[src/rtl/shift_sequencer.sv]
// Multi-cycle shift/rotate sequencer: steps a 1-bit shift/rotate datapath once
// per clock for `amount` steps, then pulses done with the result held.
module shift_sequencer #(
    parameter int WIDTH = 8,
    parameter int CNT_W = 3
) (
    input  logic             clk,
    input  logic             rst_n,
    input  logic             start,
    input  logic             abort,
    input  logic [WIDTH-1:0] operand,
    input  logic [1:0]       op,
    input  logic [CNT_W-1:0] amount,
    output logic             busy,
    output logic             done,
    output logic [WIDTH-1:0] result,
    output logic [1:0]       state_o
);

    typedef enum logic [1:0] {
        IDLE = 2'd0,
        RUN  = 2'd1,
        DONE = 2'd2
    } state_e;

    localparam logic [CNT_W-1:0] CNT_ONE = CNT_W'(1);

    state_e           state_q, state_d;
    logic [CNT_W-1:0] cnt_q, cnt_d;
    logic [1:0]       op_q, op_d;
    logic [WIDTH-1:0] result_q, result_d;
    logic [WIDTH-1:0] step_val;

    always_comb begin
        step_val = result_q;
        case (op_q)
            2'b00: step_val = {result_q[WIDTH-2:0], 1'b0};
            2'b01: step_val = {1'b0, result_q[WIDTH-1:1]};
            2'b10: step_val = {result_q[WIDTH-2:0], result_q[WIDTH-1]};
            2'b11: step_val = {result_q[0], result_q[WIDTH-1:1]};
            default: step_val = result_q;
        endcase
    end

    // The abort edge still performs its step, so an abort leaves the
    // partially shifted value including that edge.
    always_comb begin
        state_d  = state_q;
        cnt_d    = cnt_q;
        op_d     = op_q;
        result_d = result_q;
        case (state_q)
            IDLE: begin
                if (start) begin
                    op_d     = op;
                    result_d = operand;
                    cnt_d    = amount;
                    state_d  = (amount != '0) ? RUN : DONE;
                end
            end
            RUN: begin
                result_d = step_val;
                if (abort) begin
                    cnt_d   = '0;
                    state_d = IDLE;
                end else begin
                    cnt_d = cnt_q - CNT_ONE;
                    if (cnt_q == CNT_ONE) begin
                        state_d = DONE;
                    end
                end
            end
            DONE: begin
                state_d = IDLE;
            end
            default: begin
                state_d = IDLE;
            end
        endcase
    end

    always_ff @(posedge clk or negedge rst_n) begin
        if (!rst_n) begin
            state_q  <= IDLE;
            cnt_q    <= '0;
            op_q     <= 2'b00;
            result_q <= '0;
        end else begin
            state_q  <= state_d;
            cnt_q    <= cnt_d;
            op_q     <= op_d;
            result_q <= result_d;
        end
    end

    assign busy    = (state_q != IDLE);
    assign done    = (state_q == DONE);
    assign result  = result_q;
    assign state_o = state_q;

endmodule
[config.mk]
export PLATFORM = sky130hd
export DESIGN_NAME = shift_sequencer
export DESIGN_NICKNAME = d
export VERILOG_FILES = /design/src/rtl/shift_sequencer.sv
export SDC_FILE = /design/constraint.sdc
export NUM_CORES = 1
export LEC_CHECK = 0
export ABC_AREA = 0
export BUFFER_PORTS_ARGS = -buffer_cell sky130_fd_sc_hd__buf_2
export CAP_MARGIN = 20
export CORE_AREA = 2 2 48 50
export DETAILED_ROUTE_END_ITERATION = 6
export DIE_AREA = 0 0 50 52
export GPL_TIMING_DRIVEN = 0
export PLACE_DENSITY = 0.75
export SLEW_MARGIN = 20
export SYNTH_ARGS = -nofsm -noshare
export SYNTH_HDL_FRONTEND = slang
export SYNTH_SLANG_ARGS = --single-unit
[constraint.sdc]
create_clock -name clk -period 2.3 [get_ports clk]
set_clock_uncertainty 0.15 [all_clocks]
set_input_delay 0 -clock clk [delete_from_list [all_inputs] [get_ports clk]]
set_output_delay 0 -clock clk [all_outputs]
set_load 0.005 [all_outputs]
==> impl_metrics.json, run 1 <==
{
  "status": "finished clean",
  "cts_buffers": 3,
  "path_max_fanout": 10,
  "worst_pin_slew_ns": 0.705,
  "drtIter0Drc": 12,
  "fin_cells": 167,
  "maxCapViolCount": 0,
  "ys_seq_area_frac": 0.416,
  "yosysWarningCount": 0,
  "clk_pin_slew_ns": 0.10,
  "hold_buffers": 17,
  "vias": 863,
  "clock-sinks": 15,
  "die_h_um": 52,
  "die-area_um2": 2600,
  "hold_slack_ns": 0.0189,
  "slew_headroom": 0.528,
  "cp.required_ns": 2.39,
  "viasPerCell": 5.17,
  "fmax_mhz": 528,
  "rsz0062_at_grt": "false",
  "crit_arrival_ns": 1.98,
  "synthToLayoutAreaGrowth_pct": 41.2,
  "grt_pass1_vias": 854,
  "fin_util": 0.605,
  "post-cts-setup-buffers": 0,
  "root_buffer": "clkbuf_4",
  "grt_usage": 0.205,
  "hold_viol_final": 0,
  "gp_congestion": 0.825,
  "fp.dieW_um": 50,
  "cts_tree": "yes",
  "insertedDiodeCount": 0,
  "drc": 0,
  "ir_drop_mv": 0.632,
  "syn_area_per_cell_um2": 10.0,
  "fin_crit_sh": 0.823,
  "n_fill_cell": 183,
  "io_pins": 29,
  "start_kind": "flip-flop",
  "register_area_um2": 375,
  "antenna_found_initial": 0,
  "synth_nets": 109,
  "setup_violations": 0,
  "layout.nets": 159,
  "grt_remaining_overflow": 0,
  "port_buffers": 28,
  "final.setup.tns_ns": 0,
  "placedInstanceArea_um2": 1080,
  "cts_resized": 0,
  "hp-class": "input port to flip-flop",
  "power.leakage_nw": 0.589,
  "ys_ff_latch": 15,
  "finalWorstSetupSlack_ns": 0.407,
  "clk_latency_ns": 0.30,
  "final_cell_area_um2": 1270,
  "wl_per_cell_um": 14.2,
  "drv_slew": 0,
  "p_per_area_nw_per_um2": 1090,
  "setup.worst_path.end_class": "flip-flop",
  "rows": 17,
  "pre_cts_ws_ns": 0.920,
  "netlist_instances": 90,
  "fp.coreArea_um2": 2110,
  "dp_hpwl_mm": 1.56,
  "cts_max_level": 1,
  "power_mw": 1.39,
  "period_needed_ns": 1.89,
  "crit_type": "flip-flop to flip-flop",
  "synthesis.area_um2": 902,
  "multi_input_area_um2": 470,
  "grt_pass1_wl_mm": 3.91,
  "synth_cell_types": 25,
  "ant_nets": 0,
  "first_pass_iters": 4,
  "postRouteWirelength_mm": 2.36,
  "final_layout_size_suffix_gt1_frac": 0.295,
  "clock_tree.buffer_depth": 2,
  "start_util": 0.428,
  "dpl.cell_count": 146,
  "grt_max_degree": 16
}
[layer usage]
metal | wire (µm) | GRT usage | share of wire
met2 | 1190 | 0.349 | 0.50
met1 | 1050 | 0.252 | 0.44
met4 | 42 | 0.0972 | 0.018
met5 | 0 | 0 | 0
met3 | 78 | 0.0345 | 0.033
[path summary, 6_finish.rpt]
check,startpoint,to,slack (ns),cells after the start
min in group asynchronous,rst_n,result[6],0.65,3
worst min register to register,op_q[1],op_q[1],0.41,1
worst min-delay path,operand[7],result[7],0.02,4
worst max register to register,state_o[1],cnt_q[1],0.41,5
worst max-delay path,state_o[1],cnt_q[1],0.41,5
max in group asynchronous,rst_n,state_o[1],0.90,3
[power by group]
group / internal (mW) / switching (mW)
clock network: 0.0676 / 0.0946
registers: 0.388 / 0.127
logic: 0.387 / 0.330
total: 0.843 / 0.552
[registers in the layout, summed over array words and instances (netlist names)]
signal,cells
op_q,2
result,8
cnt_q,3
state_o,2
[cells by family after synthesis]
family / after synthesis / synth area share
buffers and inverters: 11 / 0.0624
flip-flops: 15 / 0.416
AO/OA/AOI/OAI: 24 / 0.190
adder cells (fa/ha/maj): 2 / 0.0277
multiplexers: 10 / 0.114
AND/OR/NAND/NOR: 28 / 0.190
[Yosys cell counts (all sizes together)]
| master | instances | area (µm²) |
|---|---|---|
| o21ai | 2 | 10.0 |
| a32oi | 3 | 26.3 |
| nor2 | 5 | 21.3 |
| nand2 | 2 | 7.51 |
| a21boi | 1 | 7.51 |
| nor3b | 7 | 57.6 |
| nor2b | 6 | 37.5 |
| o22a | 6 | 52.6 |
| inv | 5 | 18.8 |
| a22oi | 1 | 7.51 |
| o211ai | 2 | 15.0 |
| o21ba | 1 | 10.0 |
| mux2 | 2 | 22.5 |
| buf | 6 | 37.5 |
| a31oi | 2 | 12.5 |
| nand2b | 4 | 25.0 |
| nor3 | 2 | 10.0 |
| a21oi | 6 | 30.0 |
| dfrtp | 15 | 375 |
| mux2i | 8 | 80.1 |
| ha | 2 | 25.0 |
| nand4 | 2 | 12.5 |
[worst max-delay path, cell delays in order, from the launching register on]
cell and delay, ns:
dfrtp_1 0.49, o21ba_1 0.28, buf_4 0.18, nor2_1 0.05
a31oi_1 0.13, dlygate4sd3_1 0.57
[cell type report]
type                            instances  area share
Timing Repair Buffer                   45       0.244
Clock buffer                            4      0.0206
Sequential cell                        15       0.295
Buffer                                  6      0.0295
Tap cell                               28      0.0275
Inverter                                5      0.0147
Multi-Input combinational cell         64       0.369
[placed cells by master, fill, tap and decap left out, types with 2 or more instances in the layout]
| cell | count |
|---|---|
| buf_2 | 31 |
| dlygate4sd3_1 | 17 |
| dfrtp_1 | 15 |
| mux2i_1 | 8 |
| nor2b_1 | 6 |
| nor3b_1 | 6 |
| a21oi_1 | 6 |
| o22a_1 | 6 |
| inv_1 | 5 |
| nor2_1 | 4 |
| nand2b_1 | 4 |
| buf_4 | 3 |
| a32oi_1 | 3 |
| clkbuf_4 | 3 |
| nor3_1 | 2 |
| o21ai_0 | 2 |
| nand2_1 | 2 |
| mux2_2 | 2 |
| nand4_1 | 2 |
| o211ai_1 | 2 |
| a31oi_1 | 2 |
| ha_1 | 2 |
No activity file was read; power rests on OpenSTA's default activity.
==> run 2: changes to the inputs <==
clock period = 1.9 ns   (was 2.3 ns; I/O delays follow)
==> impl_metrics.json, run 2 (synthesized netlist as in run 1, its figures left out) <==
{
  "fmax_mhz": 550,
  "drv_slew": 0,
  "status": "finished clean",
  "slowest_stage": "dlygate4sd3_1",
  "r2r_cells": 6,
  "layout.nets": 157,
  "p_per_area_nw_per_um2": 1320,
  "crit_arrival_ns": 1.85,
  "final.setup.tns_ns": 0,
  "p_seq_frac": 0.376,
  "rows": 17,
  "die_h_um": 52,
  "placedInstanceArea_um2": 1080,
  "hp-class": "input port to flip-flop",
  "die-area_um2": 2600,
  "finalWorstSetupSlack_ns": 0.0810,
  "clk_pin_slew_ns": 0.09,
  "rsz0062_at_grt": "false",
  "fp.coreArea_um2": 2110,
  "start_kind": "flip-flop",
  "grt_use_met1": 0.252,
  "fin_util": 0.598,
  "postRouteWirelength_mm": 2.37,
  "viasPerCell": 5.18,
  "dp_hpwl_mm": 1.56,
  "hold_slack_ns": 0.0154,
  "maxCapViolCount": 0,
  "first_pass_iters": 4,
  "slowest_delay_ns": 0.56,
  "setup_violations": 0,
  "synthToLayoutAreaGrowth_pct": 39.7,
  "clock-sinks": 15,
  "combPwrFrac": 0.507,
  "worstPathCellList": "inv_1 > ha_1 > nor2b_1 > a32oi_1 > dlygate4sd3_1 > o21ai_0",
  "fin_cells": 165,
  "fin_crit_sh": 0.957,
  "final_cell_area_um2": 1260,
  "grt_max_degree": 16,
  "cts_max_level": 1,
  "power.leakage_nw": 0.581,
  "ir_drop_mv": 0.756,
  "port_buffers": 28,
  "final_layout_size_suffix_gt1_frac": 0.299,
  "r2r_slack_ns": 0.08,
  "insertedDiodeCount": 0,
  "drc": 0,
  "vias": 855,
  "clock_tree.buffer_depth": 2,
  "dpl.cell_count": 146,
  "p_sw_frac": 0.401,
  "drtIter0Drc": 16,
  "largest_reg_flops": 8,
  "power.net_switching_mw": 0.665,
  "worst_pin_slew_ns": 0.703,
  "fp.dieW_um": 50,
  "crit_type": "flip-flop to flip-flop",
  "cts_tree": "yes",
  "worstReg2RegEnd": "cnt_q[2]",
  "io_pins": 29,
  "antenna_found_initial": 0,
  "wl_per_cell_um": 14.4,
  "grt_remaining_overflow": 0,
  "grt_pass1_wl_mm": 3.92,
  "path_max_fanout": 3,
  "period_needed_ns": 1.82,
  "cts_buffers": 3,
  "met2_usage": 0.353,
  "internal_power_mw": 0.996,
  "clk_latency_ns": 0.29,
  "grt_busiest_layer": "met2",
  "crit_start": "cnt_q[0]",
  "crit_end": "cnt_q[2]",
  "final_common_cell": "buf_2",
  "r2r-start": "cnt_q[0]",
  "ant_nets": 0,
  "post-cts-setup-buffers": 0,
  "grt_pass1_vias": 855,
  "root_buffer": "clkbuf_4",
  "grt.met3_usage": 0.0345,
  "hold_viol_final": 0,
  "cp.required_ns": 1.93,
  "clkPwrFrac": 0.117,
  "slew_headroom": 0.530,
  "grt_usage": 0.206,
  "gp_congestion": 0.825,
  "start_util": 0.428,
  "layout_common_cells": "31 x buf_2, 15 x dfrtp_1, 15 x dlygate4sd3_1",
  "pre_cts_ws_ns": 0.520,
  "power_mw": 1.66,
  "setup.worst_path.end_class": "flip-flop"
}
==> run 2: cell count changes in the layout (fill, tap and decap cells not counted) <==
| cell | previous run | this run |
|---|---|---|
| nor3b_2 | 1 | 0 |
| nor3b_4 | 0 | 1 |
| dlygate4sd3_1 | 17 | 15 |
==> run 2: area by class of cell <==
| type | instances | area, µm² |
|---|---|---|
| Timing Repair Buffer | 43 | 290 |
| Inverter | 5 | 18.8 |
| Tap cell | 28 | 35.0 |
| Sequential cell | 15 | 375 |
| Multi-Input combinational cell | 64 | 477 |
| Clock buffer | 4 | 26.3 |
| Fill cell | 188 | 846 |
| Buffer | 6 | 37.5 |
==> run 2: how the worst min path moves through the flow <==
stage	startpoint	to	slack, ns	cells past startpoint
6_report	operand[7]	result[7]	0.02	4
5_1_grt	operand[7]	result[7]	0.05	4
4_1_cts	operand[7]	result[7]	0.02	4
3_5_place_dp	rst_n	result[6]	-0.22	1
3_3_place_gp	rst_n	result[6]	-0.23	1
2_1_floorplan	rst_n	cnt_q[0]	-0.45	0
==> run 2: power by group through the flow <==
stage	sequential, mW	combinational [mW]	clock [mW]
2_1_floorplan	0.601	0.561	0
3_3_place_gp	0.617	0.781	0
5_1_grt	0.649	0.940	0.211
6_report	0.624	0.842	0.195
4_1_cts	0.621	0.836	0.193
3_5_place_dp	0.626	0.800	0
==> run 2: timing repair <==
| item | in CTS | in global routing |
|---|---|---|
| gates resized for setup | 0 | 1 |
| endpoints found under the hold margin | 28 | 0 |
| setup endpoints to repair | 0 | 1 |
| hold buffers | 15 | 0 |
==> run 2: worst max-delay path: cells and delay by family (launching register included) <==
kind	cells	cell delay [ns]
buf+inv	2	0.62
flops	1	0.38
compound gates	2	0.22
fa+ha+maj	1	0.20
simple gates	1	0.13
==> run 2: layer usage <==
layer,part of all wire,wire length [µm],vias up
met5,0,0,-
met4,0.016,38,0
met3,0.049,115,5
met2,0.50,1180,31
met1,0.44,1040,395
li1,-,-,424
